[src/rtl/uart_cmd_parser_pkg.sv]
// Shared constants and state encodings for the UART command parser.
package uart_cmd_parser_pkg;

  localparam logic [7:0] SYNC_BYTE_DEF = 8'hA5;

  typedef enum logic [1:0] {
    ERR_NONE = 2'd0,
    ERR_CSUM = 2'd1,
    ERR_LEN  = 2'd2,
    ERR_TO   = 2'd3
  } err_e;

  typedef enum logic [2:0] {
    P_SYNC = 3'd0,
    P_CMD  = 3'd1,
    P_LEN  = 3'd2,
    P_PAY  = 3'd3,
    P_CSUM = 3'd4
  } pstate_e;

  typedef enum logic [1:0] {
    F_IDLE = 2'd0,
    F_ULD  = 2'd1,
    F_CAP  = 2'd2
  } fstate_e;

endpackage

[src/rtl/uart_cmd_parser_if.sv]
// UART unload handshake plus payload/command outputs of the command parser.
interface uart_cmd_parser_if #(
  parameter int unsigned AW = 4
);
  logic [7:0]    rx_data;
  logic          rx_empty;
  logic          uld_rx_data;
  logic          pl_we;
  logic [AW-1:0] pl_addr;
  logic [7:0]    pl_data;
  logic          cmd_valid;
  logic [7:0]    cmd_code;
  logic [7:0]    cmd_len;
  logic          cmd_err;
  logic [1:0]    err_code;
  logic          busy;

  modport master (
    input  rx_data, rx_empty,
    output uld_rx_data, pl_we, pl_addr, pl_data, cmd_valid, cmd_code,
           cmd_len, cmd_err, err_code, busy
  );

  modport slave (
    output rx_data, rx_empty,
    input  uld_rx_data, pl_we, pl_addr, pl_data, cmd_valid, cmd_code,
           cmd_len, cmd_err, err_code, busy
  );
endinterface

[src/rtl/uart_rx_fetch.sv]
// Drains the UART receiver one byte per three cycles via its unload handshake.
module uart_rx_fetch
  import uart_cmd_parser_pkg::*;
(
  input  logic       rxclk,
  input  logic       reset_n,
  input  logic       rx_empty,
  input  logic [7:0] rx_data,
  output logic       uld_rx_data,
  output logic       byte_stb,
  output logic [7:0] rx_byte_c
);

  fstate_e state_q, state_d;

  // rx_data is valid in F_CAP, the cycle after the unload pulse
  assign rx_byte_c = rx_data;

  always_comb begin
    state_d = state_q;
    case (state_q)
      F_IDLE:  if (!rx_empty) state_d = F_ULD;
      F_ULD:   state_d = F_CAP;
      F_CAP:   state_d = F_IDLE;
      default: state_d = F_IDLE;
    endcase
  end

  always_ff @(posedge rxclk or negedge reset_n) begin
    if (!reset_n) begin
      state_q     <= F_IDLE;
      uld_rx_data <= 1'b0;
      byte_stb    <= 1'b0;
    end else begin
      state_q     <= state_d;
      uld_rx_data <= (state_d == F_ULD);
      byte_stb    <= (state_d == F_CAP);
    end
  end

endmodule

[src/rtl/uart_cmd_parser.sv]
// Frames UART bytes into sync/cmd/len/payload/checksum commands, streams the
// payload out and reports an accepted command or a classified rejection.
module uart_cmd_parser
  import uart_cmd_parser_pkg::*;
#(
  parameter logic [7:0]      SYNC_BYTE = SYNC_BYTE_DEF,
  parameter int unsigned     MAX_LEN   = 16,
  parameter int unsigned     AW        = 4,
  parameter int unsigned     TO_W      = 20,
  parameter logic [TO_W-1:0] TIMEOUT   = 20'hFFFFF
) (
  input  logic               rxclk,
  input  logic               reset_n,
  uart_cmd_parser_if.master  bus
);

  logic       byte_stb;
  logic [7:0] rx_byte_c;

  uart_rx_fetch u_fetch (
    .rxclk       (rxclk),
    .reset_n     (reset_n),
    .rx_empty    (bus.rx_empty),
    .rx_data     (bus.rx_data),
    .uld_rx_data (bus.uld_rx_data),
    .byte_stb    (byte_stb),
    .rx_byte_c   (rx_byte_c)
  );

  pstate_e         pstate_q, pstate_d;
  logic [7:0]      csum_q, csum_d, code_q, code_d, len_q, len_d;
  logic [AW-1:0]   idx_q, idx_d;
  logic [TO_W-1:0] to_cnt_q, to_cnt_d;
  logic            pl_we_q, pl_we_d, valid_q, valid_d, err_q, err_d, busy_q;
  logic [AW-1:0]   pl_addr_q, pl_addr_d;
  logic [7:0]      pl_data_q, pl_data_d, cmd_code_q, cmd_code_d, cmd_len_q, cmd_len_d;
  err_e            err_code_q, err_code_d;
  logic            timeout_hit_c;

  assign timeout_hit_c = (pstate_q != P_SYNC) && (to_cnt_q == TIMEOUT - TO_W'(1));

  always_comb begin
    pstate_d   = pstate_q;
    csum_d     = csum_q;
    code_d     = code_q;
    len_d      = len_q;
    idx_d      = idx_q;
    to_cnt_d   = (byte_stb || pstate_q == P_SYNC) ? '0 : to_cnt_q + TO_W'(1);
    pl_we_d    = 1'b0;
    pl_addr_d  = pl_addr_q;
    pl_data_d  = pl_data_q;
    valid_d    = 1'b0;
    err_d      = 1'b0;
    err_code_d = err_code_q;
    cmd_code_d = cmd_code_q;
    cmd_len_d  = cmd_len_q;
    // A byte arriving on the timeout cycle takes priority over the timeout
    if (byte_stb) begin
      case (pstate_q)
        P_SYNC: begin
          if (rx_byte_c == SYNC_BYTE) begin
            pstate_d = P_CMD;
            csum_d   = 8'd0;
          end
        end
        P_CMD: begin
          code_d   = rx_byte_c;
          csum_d   = csum_q ^ rx_byte_c;
          pstate_d = P_LEN;
        end
        P_LEN: begin
          csum_d = csum_q ^ rx_byte_c;
          len_d  = rx_byte_c;
          idx_d  = '0;
          if (rx_byte_c > 8'(MAX_LEN)) begin
            err_d      = 1'b1;
            err_code_d = ERR_LEN;
            pstate_d   = P_SYNC;
          end else if (rx_byte_c == 8'd0) begin
            pstate_d = P_CSUM;
          end else begin
            pstate_d = P_PAY;
          end
        end
        P_PAY: begin
          pl_we_d   = 1'b1;
          pl_addr_d = idx_q;
          pl_data_d = rx_byte_c;
          csum_d    = csum_q ^ rx_byte_c;
          idx_d     = idx_q + AW'(1);
          if (8'(idx_q) == len_q - 8'd1) pstate_d = P_CSUM;
        end
        P_CSUM: begin
          if (rx_byte_c == csum_q) begin
            valid_d    = 1'b1;
            cmd_code_d = code_q;
            cmd_len_d  = len_q;
          end else begin
            err_d      = 1'b1;
            err_code_d = ERR_CSUM;
          end
          pstate_d = P_SYNC;
        end
        default: pstate_d = P_SYNC;
      endcase
    end else if (timeout_hit_c) begin
      err_d      = 1'b1;
      err_code_d = ERR_TO;
      pstate_d   = P_SYNC;
    end
  end

  always_ff @(posedge rxclk or negedge reset_n) begin
    if (!reset_n) begin
      pstate_q   <= P_SYNC;
      csum_q     <= '0;
      code_q     <= '0;
      len_q      <= '0;
      idx_q      <= '0;
      to_cnt_q   <= '0;
      pl_we_q    <= 1'b0;
      pl_addr_q  <= '0;
      pl_data_q  <= '0;
      valid_q    <= 1'b0;
      err_q      <= 1'b0;
      err_code_q <= ERR_NONE;
      cmd_code_q <= '0;
      cmd_len_q  <= '0;
      busy_q     <= 1'b0;
    end else begin
      pstate_q   <= pstate_d;
      csum_q     <= csum_d;
      code_q     <= code_d;
      len_q      <= len_d;
      idx_q      <= idx_d;
      to_cnt_q   <= to_cnt_d;
      pl_we_q    <= pl_we_d;
      pl_addr_q  <= pl_addr_d;
      pl_data_q  <= pl_data_d;
      valid_q    <= valid_d;
      err_q      <= err_d;
      err_code_q <= err_code_d;
      cmd_code_q <= cmd_code_d;
      cmd_len_q  <= cmd_len_d;
      busy_q     <= (pstate_d != P_SYNC);
    end
  end

  assign bus.pl_we     = pl_we_q;
  assign bus.pl_addr   = pl_addr_q;
  assign bus.pl_data   = pl_data_q;
  assign bus.cmd_valid = valid_q;
  assign bus.cmd_code  = cmd_code_q;
  assign bus.cmd_len   = cmd_len_q;
  assign bus.cmd_err   = err_q;
  assign bus.err_code  = err_code_q;
  assign bus.busy      = busy_q;

endmodule

[src/flat_wrapper.sv]
// flat-port wrapper written by rule: the top's interface ports become plain ports
module uart_cmd_parser_flat import uart_cmd_parser_pkg::*;
#(
  parameter logic [7:0]      SYNC_BYTE = SYNC_BYTE_DEF,
  parameter int unsigned     MAX_LEN   = 16,
  parameter int unsigned     AW        = 4,
  parameter int unsigned     TO_W      = 20,
  parameter logic [TO_W-1:0] TIMEOUT   = 20'hFFFFF
)
  (rxclk, reset_n, bus_rx_data, bus_rx_empty, bus_uld_rx_data, bus_pl_we, bus_pl_addr, bus_pl_data, bus_cmd_valid, bus_cmd_code, bus_cmd_len, bus_cmd_err, bus_err_code, bus_busy);
  uart_cmd_parser_if #(.AW(AW)) bus_i ();
  input  logic rxclk;
  input  logic reset_n;
  input wire logic [$bits(bus_i.rx_data)-1:0] bus_rx_data;
  input wire logic [$bits(bus_i.rx_empty)-1:0] bus_rx_empty;
  output wire logic [$bits(bus_i.uld_rx_data)-1:0] bus_uld_rx_data;
  output wire logic [$bits(bus_i.pl_we)-1:0] bus_pl_we;
  output wire logic [$bits(bus_i.pl_addr)-1:0] bus_pl_addr;
  output wire logic [$bits(bus_i.pl_data)-1:0] bus_pl_data;
  output wire logic [$bits(bus_i.cmd_valid)-1:0] bus_cmd_valid;
  output wire logic [$bits(bus_i.cmd_code)-1:0] bus_cmd_code;
  output wire logic [$bits(bus_i.cmd_len)-1:0] bus_cmd_len;
  output wire logic [$bits(bus_i.cmd_err)-1:0] bus_cmd_err;
  output wire logic [$bits(bus_i.err_code)-1:0] bus_err_code;
  output wire logic [$bits(bus_i.busy)-1:0] bus_busy;
  assign bus_i.rx_data = bus_rx_data;
  assign bus_i.rx_empty = bus_rx_empty;
  assign bus_uld_rx_data = bus_i.uld_rx_data;
  assign bus_pl_we = bus_i.pl_we;
  assign bus_pl_addr = bus_i.pl_addr;
  assign bus_pl_data = bus_i.pl_data;
  assign bus_cmd_valid = bus_i.cmd_valid;
  assign bus_cmd_code = bus_i.cmd_code;
  assign bus_cmd_len = bus_i.cmd_len;
  assign bus_cmd_err = bus_i.cmd_err;
  assign bus_err_code = bus_i.err_code;
  assign bus_busy = bus_i.busy;
  uart_cmd_parser #(.SYNC_BYTE(SYNC_BYTE), .MAX_LEN(MAX_LEN), .AW(AW), .TO_W(TO_W), .TIMEOUT(TIMEOUT)) u_core (.rxclk(rxclk), .reset_n(reset_n), .bus(bus_i));
endmodule
[config.mk]
export PLATFORM = sky130hd
export DESIGN_NAME = uart_cmd_parser_flat
export DESIGN_NICKNAME = d
export VERILOG_FILES = /design/src/rtl/uart_cmd_parser_pkg.sv /design/src/rtl/uart_cmd_parser_if.sv /design/src/rtl/uart_rx_fetch.sv /design/src/rtl/uart_cmd_parser.sv /design/src/flat_wrapper.sv
export SDC_FILE = /design/constraint.sdc
export NUM_CORES = 1
export LEC_CHECK = 0
export ABC_AREA = 1
export BUFFER_PORTS_ARGS = -buffer_cell sky130_fd_sc_hd__buf_4
export CAP_MARGIN = 20
export CORE_MARGIN = 3
export CORE_UTILIZATION = 58
export DETAILED_ROUTE_END_ITERATION = 16
export PLACE_DENSITY = 0.88
export SLEW_MARGIN = 20
export SYNTH_ARGS = -nofsm -noshare
export SYNTH_HDL_FRONTEND = slang
export SYNTH_HIERARCHICAL = 1
export SYNTH_SLANG_ARGS = --single-unit
[constraint.sdc]
create_clock -name rxclk -period 2.4 [get_ports rxclk]
set_input_delay 0.12 -clock rxclk [delete_from_list [all_inputs] [get_ports rxclk]]
set_output_delay 0.12 -clock rxclk [all_outputs]
set_load 0.03 [all_outputs]
# Word level (Yosys, flattened, before mapping)
# Cells that the tools add are included.
dict set report word_totals {
  elab_cells 84
  inputBits 11
  reg_bits 89
  output_inout_bits 35
}
dict set report classes {
  eq_ne 15
  order_cmp 1
  bitwise_logic 1
  n_addsub 3
  n_mux 28
  reduce_logical 18
}
# cell count
set op_table {}
lappend op_table {{$add 20x1->20 const B} 1}
lappend op_table {{$eq 20x20->1 const B} 1}
lappend op_table {{$mux 20} 1}
lappend op_table {{$mux 3} 6}
lappend op_table {{$pmux 8 s2} 1}
lappend op_table {{$pmux 3 s4} 1}
lappend op_table {{$mux 2} 5}
lappend op_table {{$mux 1} 9}
lappend op_table {{$eq 4x8->1} 1}
lappend op_table {{$eq 8x8->1} 1}
lappend op_table {{$eq 8x8->1 const B} 1}
lappend op_table {{$gt 8x5->1 const B} 1}
lappend op_table {{$logic_not 8->1} 1}
lappend op_table {{$mux 8} 1}
lappend op_table {{$pmux 2 s2} 2}
lappend op_table {{$pmux 4 s2} 1}
lappend op_table {{$reduce_and 2->1} 4}
lappend op_table {{$sub 8x1->8 const B} 1}
lappend op_table {{$xor 8x8->8} 1}
lappend op_table {{$eq 3x2->1 const B} 2}
lappend op_table {{$reduce_and 3->1} 2}
lappend op_table {{$reduce_bool 2->1} 3}
lappend op_table {{$reduce_bool 3->1} 2}
lappend op_table {{$add 4x1->4 const B} 1}
lappend op_table {{other kinds (15)} 16}

# Longest topological paths before layout
dict set report depth {
  word_depth 6
  ltp_mapped 16
  ltp_nobuf 16
}

# By module
# Netlist, hierarchy kept.
# module area_each_um2 cells_each instances seq_area_each_um2
set by_module_without_submodules {}
lappend by_module_without_submodules {uart_cmd_parser 4012.6 475 1 2127.0}
lappend by_module_without_submodules {uart_rx_fetch 157.7 17 1 75.1}

# Worst setup path before layout
# Ideal clock, no wire load.
dict set report synth_timing {
  path_type {register to register}
  from {reg u_core.len_q[0]}
  to {reg u_core.busy_q (netlist: u_core/bus.busy)}
  arrival_ns 1.536
  path_buffers 0
  setup_slack_ns 0.742
  path_stages_with_launch 17
  setup_ns 0.122
  period_less_slack_ns 1.658
  required_time_ns 2.278
  cell_sequence {dfrtp_1 -> inv_2 -> ha_1 -> nand2_1 -> inv_1 -> nor2_1 -> nand2_1 -> nor2_1 -> nand2_1 -> nor2_1 -> nand3_1 -> nand2_1 -> nand3_1 -> nand2_1 -> nand2_1 -> nor2_1 -> nand2_1}
}
dict set report synth_via {
  elab_chain_cells 6
}
# item line
set synth_rtl {}
lappend synth_rtl {{from (decl)} uart_cmd_parser.sv:31} ;# logic [7:0] csum_q, csum_d, code_q, code_d, len_q, len_d;
lappend synth_rtl {{from (signal assigned)} uart_cmd_parser.sv:134} ;# len_q <= len_d;
lappend synth_rtl {{$sub 8x1->8} uart_cmd_parser.sv:91} ;# if (8'(idx_q) == len_q - 8'd1) pstate_d = P_CSUM;
lappend synth_rtl {{$eq 4x8->1} uart_cmd_parser.sv:91}
lappend synth_rtl {{$mux 3} uart_cmd_parser.sv:91}
lappend synth_rtl {{$pmux 3 s4} uart_cmd_parser.sv:59} ;# case (pstate_q)
lappend synth_rtl {{$mux 3} uart_cmd_parser.sv:58} ;# if (byte_stb) begin
lappend synth_rtl {{net u_core.pstate_d[1]} uart_cmd_parser.sv:30} ;# pstate_e pstate_q, pstate_d;
lappend synth_rtl {{$reduce_bool 3->1} uart_cmd_parser.sv:145} ;# busy_q <= (pstate_d != P_SYNC);
lappend synth_rtl {{to (signal assigned)} uart_cmd_parser.sv:145}
lappend synth_rtl {{to (decl)} uart_cmd_parser.sv:34} ;# logic pl_we_q, pl_we_d, valid_q, valid_d, err_q, err_d, busy_q;
# The timed path passes the listed nets, and every way through them passes these cells.
# A chain may end at the register's enable or synchronous reset.

# Final worst setup path
dict set report layout_timing {
  from {reg u_core.len_q[0]}
  to {reg u_core.busy_q (netlist: u_core/bus.busy)}
}
dict set report layout_via {
  elab_chain_cells 6
}
# item line
set layout_rtl {}
lappend layout_rtl {{$sub 8x1->8} uart_cmd_parser.sv:91}
lappend layout_rtl {{$eq 4x8->1} uart_cmd_parser.sv:91}
lappend layout_rtl {{$mux 3} uart_cmd_parser.sv:91}
lappend layout_rtl {{$pmux 3 s4} uart_cmd_parser.sv:59}
lappend layout_rtl {{$mux 3} uart_cmd_parser.sv:58}
lappend layout_rtl {{$reduce_bool 3->1} uart_cmd_parser.sv:145}
# No other way between the ends.

==> impl_metrics.prom <==
# TYPE chip_impl_metric gauge
chip_impl_info{name="outcome",value="completed"} 1
chip_impl_metric{name="seq_area_frac_synth",unit="%"} 52.8
chip_impl_metric{name="grt_antenna_before_repair",unit=""} 0
chip_impl_info{name="combinational_family_with_the_most_area_after_synthesis",value="simple AND/OR/NAND/NOR gates"} 1
chip_impl_metric{name="post_detailed_route_drc_marker_count",unit=""} 0
chip_impl_metric{name="port_buffers",unit=""} 45
chip_impl_metric{name="htree_num_levels",unit=""} 3
chip_impl_info{name="critical-path-slowest-cell",value="dfrtp_1"} 1
chip_impl_metric{name="detail_route.first_pass.iterations",unit=""} 7
chip_impl_metric{name="n_antenna_cell",unit=""} 0
chip_impl_metric{name="cts.sink_count",unit=""} 88
chip_impl_metric{name="core_rows",unit=""} 30
chip_impl_metric{name="overflow",unit=""} 0
chip_impl_metric{name="first_global_vias",unit=""} 3255
chip_impl_info{name="setup.worst_path.start_class",value="flip-flop"} 1
chip_impl_info{name="synthFlopType",value="dfrtp_1"} 1
chip_impl_metric{name="synth_xor_xnor_area_share",unit="%"} 2.73
chip_impl_info{name="path_common_cell",value="nand2_1"} 1
chip_impl_metric{name="muxShareOfSynthArea",unit="%"} 0
chip_impl_metric{name="synthesis.nets",unit=""} 507
chip_impl_metric{name="final_layout_size_suffix_gt1_share",unit="%"} 19.0
chip_impl_info{name="hold-path-endpoint",value="u_core/csum_q[1]$_DFFE_PN0P_"} 1
chip_impl_metric{name="worst_ep_arrival_time",unit="ns"} 2.15
chip_impl_metric{name="chipHeight",unit="um"} 90.8
chip_impl_metric{name="clkTransAtPathRegs",unit="ns"} 0.08
chip_impl_metric{name="initial_core_util",unit="%"} 60.7
chip_impl_metric{name="cp.required",unit="ns"} 2.64
chip_impl_metric{name="fp.dieW",unit="um"} 90.8
chip_impl_metric{name="timing.max_cap.violations",unit=""} 0
chip_impl_metric{name="worst-r2r-cell-count",unit=""} 14
chip_impl_metric{name="design.core.area",unit="um2"} 6870
chip_impl_metric{name="post_synth_num_cell_types",unit=""} 33
chip_impl_metric{name="final_wtd_congestion",unit=""} 0.901
chip_impl_metric{name="resized_after_cts",unit=""} 0
chip_impl_metric{name="p_leak",unit="nW"} 2.46
chip_impl_metric{name="num_vias",unit=""} 3394
chip_impl_info{name="hold_path_class",value="input port to flip-flop"} 1
chip_impl_info{name="layout_common_cells",value="nand2_1, dfrtp_1, buf_4, inv_1, o21ai_1"} 1
chip_impl_metric{name="max_stage_delay",unit="ns"} 0.39
chip_impl_info{name="layout.cells.most_common",value="nand2_1"} 1
chip_impl_metric{name="cts-buffers-inserted",unit=""} 9
chip_impl_info{name="tritoncts_clock_tree",value="done"} 1
chip_impl_metric{name="clk_latency",unit="ns"} 0.35
chip_impl_metric{name="vdd_ir_drop_max",unit="mV"} 0.426
chip_impl_info{name="cts_root_buffer",value="clkbuf_8"} 1
chip_impl_metric{name="post_synthesis_sequential_element_count",unit=""} 88
chip_impl_metric{name="route.final.wire_length",unit="mm"} 8.90
chip_impl_info{name="crit_path_cell_trace",value="inv_2 > ha_1 > nand2_1 > inv_1 > nor2_1 > nand2_1 > nor2_1 > nand2_1 > nor2_1 > nand3_1 > nand2_1 > nand3_1 > a21oi_1 > nand2_1"} 1
chip_impl_info{name="worstReg2RegEnd",value="u_core/bus.busy$_DFF_PN0_"} 1
chip_impl_metric{name="drtIter0Drc",unit=""} 272
chip_impl_metric{name="final_nets",unit=""} 551
chip_impl_info{name="setup.worst_path.end_class",value="flip-flop"} 1
chip_impl_metric{name="ys.warnings.count",unit=""} 6
chip_impl_metric{name="route.antenna.remaining_nets",unit=""} 0
chip_impl_metric{name="dp.final_hpwl",unit="mm"} 6.48
chip_impl_info{name="regToRegStartpoint",value="u_core/len_q[0]$_DFFE_PN0P_"} 1
chip_impl_metric{name="period_needed",unit="ns"} 1.90
chip_impl_metric{name="fmax",unit="GHz"} 0.525
chip_impl_metric{name="synth_compound_gate_area_share",unit="%"} 10.3
chip_impl_metric{name="cts.path.max_buffers",unit=""} 2
chip_impl_metric{name="synth-async-reset-ratio",unit="%"} 100
chip_impl_metric{name="setup_viol",unit=""} 0
chip_impl_metric{name="min_path_cells",unit=""} 4
chip_impl_metric{name="setup-tns-final",unit="ns"} 0
chip_impl_metric{name="maximum_number_of_pins_on_one_net_before_global_route_repair",unit=""} 49
chip_impl_metric{name="wl_per_cell",unit="um"} 14.0
chip_impl_metric{name="netlist_instances",unit=""} 492
chip_impl_metric{name="total_die_area",unit="um2"} 8240
chip_impl_info{name="min-delay-start",value="bus_rx_data[1]"} 1
chip_impl_metric{name="track_usage",unit="%"} 23.2
chip_impl_metric{name="worst_pin_slew",unit="ns"} 0.577
chip_impl_metric{name="finalCritPeriodShare",unit="%"} 79.4
chip_impl_metric{name="worstPathMaxFanout",unit=""} 5
chip_impl_metric{name="maxSlewViolCount",unit=""} 0
chip_impl_metric{name="boundaryPins",unit=""} 46
chip_impl_metric{name="clock_skew",unit="ns"} 0.00797
chip_impl_metric{name="grt_pass1_wl",unit="mm"} 15.4
chip_impl_metric{name="synth_simple_gate_area_share",unit="%"} 24.9
chip_impl_info{name="unrepaired_setup_endpoints_after_global_routing",value="no"} 1
chip_impl_metric{name="syn2layout_area_growth",unit="%"} 15.0
chip_impl_metric{name="synth_fa_ha_area_share",unit="%"} 1.20
chip_impl_metric{name="fillerInstances",unit=""} 536
chip_impl_metric{name="syn_avg_cell_area",unit="um2"} 8.48
chip_impl_info{name="path_class",value="flip-flop to flip-flop"} 1
chip_impl_metric{name="via_per_inst",unit=""} 5.33
chip_impl_metric{name="final_util",unit="%"} 69.8
chip_impl_metric{name="rrSetupSlack",unit="ns"} 0.50
chip_impl_metric{name="hold_violations",unit=""} 0
chip_impl_metric{name="synth_enable_flop_cells",unit=""} 0
chip_impl_metric{name="power_density_cells",unit="nW/um2"} 712
chip_impl_metric{name="synth.cell_area",unit="um2"} 4170
chip_impl_metric{name="timing.slew.headroom",unit="%"} 61.5
[metrics by stage]
stage	cells	hold WS, ns	area [um2]	total power [mW]	worst slack, ns
floorplan	492	-0.176	4170	2.13	0.742
finish	637	0.117	4790	3.42	0.495
detailed placement	619	0.141	4560	2.32	0.543
global route	637	0.119	4790	3.61	0.236
CTS	637	0.102	4790	3.43	0.527
global placement	619	0.130	4560	2.30	0.598
[state kept, by name, summed over array words and instances, names as in the netlist, 8 cells and up]
| register | count |
|---|---|
| u_core/bus.cmd_code | 8 |
| u_core/to_cnt_q | 20 |
| u_core/len_q | 8 |
| u_core/bus.cmd_len | 8 |
| u_core/code_q | 8 |
| u_core/bus.pl_data | 8 |
| u_core/csum_q | 8 |
[synth_stat cells (11+ instances only)]
| master | instances | area [um2] |
|---|---|---|
| nand2_1 | 129 | 484 |
| inv_1 | 45 | 169 |
| o21ai_0 | 19 | 95.1 |
| xor2_1 | 11 | 96.3 |
| a21oi_1 | 11 | 55.1 |
| nor2_1 | 39 | 146 |
| o21ai_1 | 40 | 200 |
| inv_2 | 16 | 60.1 |
| dfrtp_1 | 88 | 2200 |
| nand3_1 | 22 | 110 |
[power by group]
| part | switching (mW) | internal, mW |
|---|---|---|
| clock network | 0.497 | 0.615 |
| logic | 0.363 | 0.200 |
| registers | 0.127 | 1.61 |
[critical path: cells and delay by family, from the launching register on]
kind            cells  cell delay, ns
compound gates      1            0.18
fa+ha+maj           1            0.31
simple gates       10            0.81
flops               1            0.39
buf+inv             2            0.11
[area by class of cell]
| class | count | area (um2) | share of cell area [%] |
|---|---|---|---|
| Tap cell | 96 | 120 | 2.51 |
| Clock buffer | 13 | 149 | 3.11 |
| Clock inverter | 3 | 65.1 | 1.36 |
| Sequential cell | 88 | 2200 | 45.9 |
| Inverter | 62 | 233 | 4.85 |
| Timing Repair Buffer | 50 | 393 | 8.19 |
| Multi-Input combinational cell | 325 | 1630 | 34.1 |
[worst max-delay path by stage]
stage / start / endpoint / slack (ns) / depth (start not counted)
after global placement: u_core/len_q[0]$_DFFE_PN0P_ / u_core/bus.busy$_DFF_PN0_ / 0.60 / 16
after global routing: u_core/len_q[0]$_DFFE_PN0P_ / u_core/bus.busy$_DFF_PN0_ / 0.24 / 16
after CTS: u_core/len_q[0]$_DFFE_PN0P_ / u_core/bus.busy$_DFF_PN0_ / 0.53 / 16
after floorplan: u_core/len_q[0]$_DFFE_PN0P_ / u_core/bus.busy$_DFF_PN0_ / 0.74 / 16
final: u_core/len_q[0]$_DFFE_PN0P_ / u_core/bus.busy$_DFF_PN0_ / 0.50 / 14
after detailed placement: u_core/len_q[0]$_DFFE_PN0P_ / u_core/bus.busy$_DFF_PN0_ / 0.54 / 16
[what timing repair did]
action | in CTS | in global routing
hold buffers | 2 | 0
endpoints found under the hold margin | 42 | 0
setup buffers | 0 | 0
[per-layer routing]
metal / up-vias / GRT usage, % / routed length (um)
met1: 1607 / 32.1 / 4030
met2: 124 / 37.2 / 4180
met3: 11 / 3.33 / 571
met4: 0 / 9.17 / 113
li1: 1652 / - / -
met5: - / 0 / 0
[cell families after synthesis]
| family | count (synthesis) |
|---|---|
| xor+xnor | 13 |
| flops | 88 |
| compound gates | 80 |
| simple gates | 228 |
| fa+ha+maj | 4 |
| buf+inv | 79 |
Power figures use the tool's default switching activity.
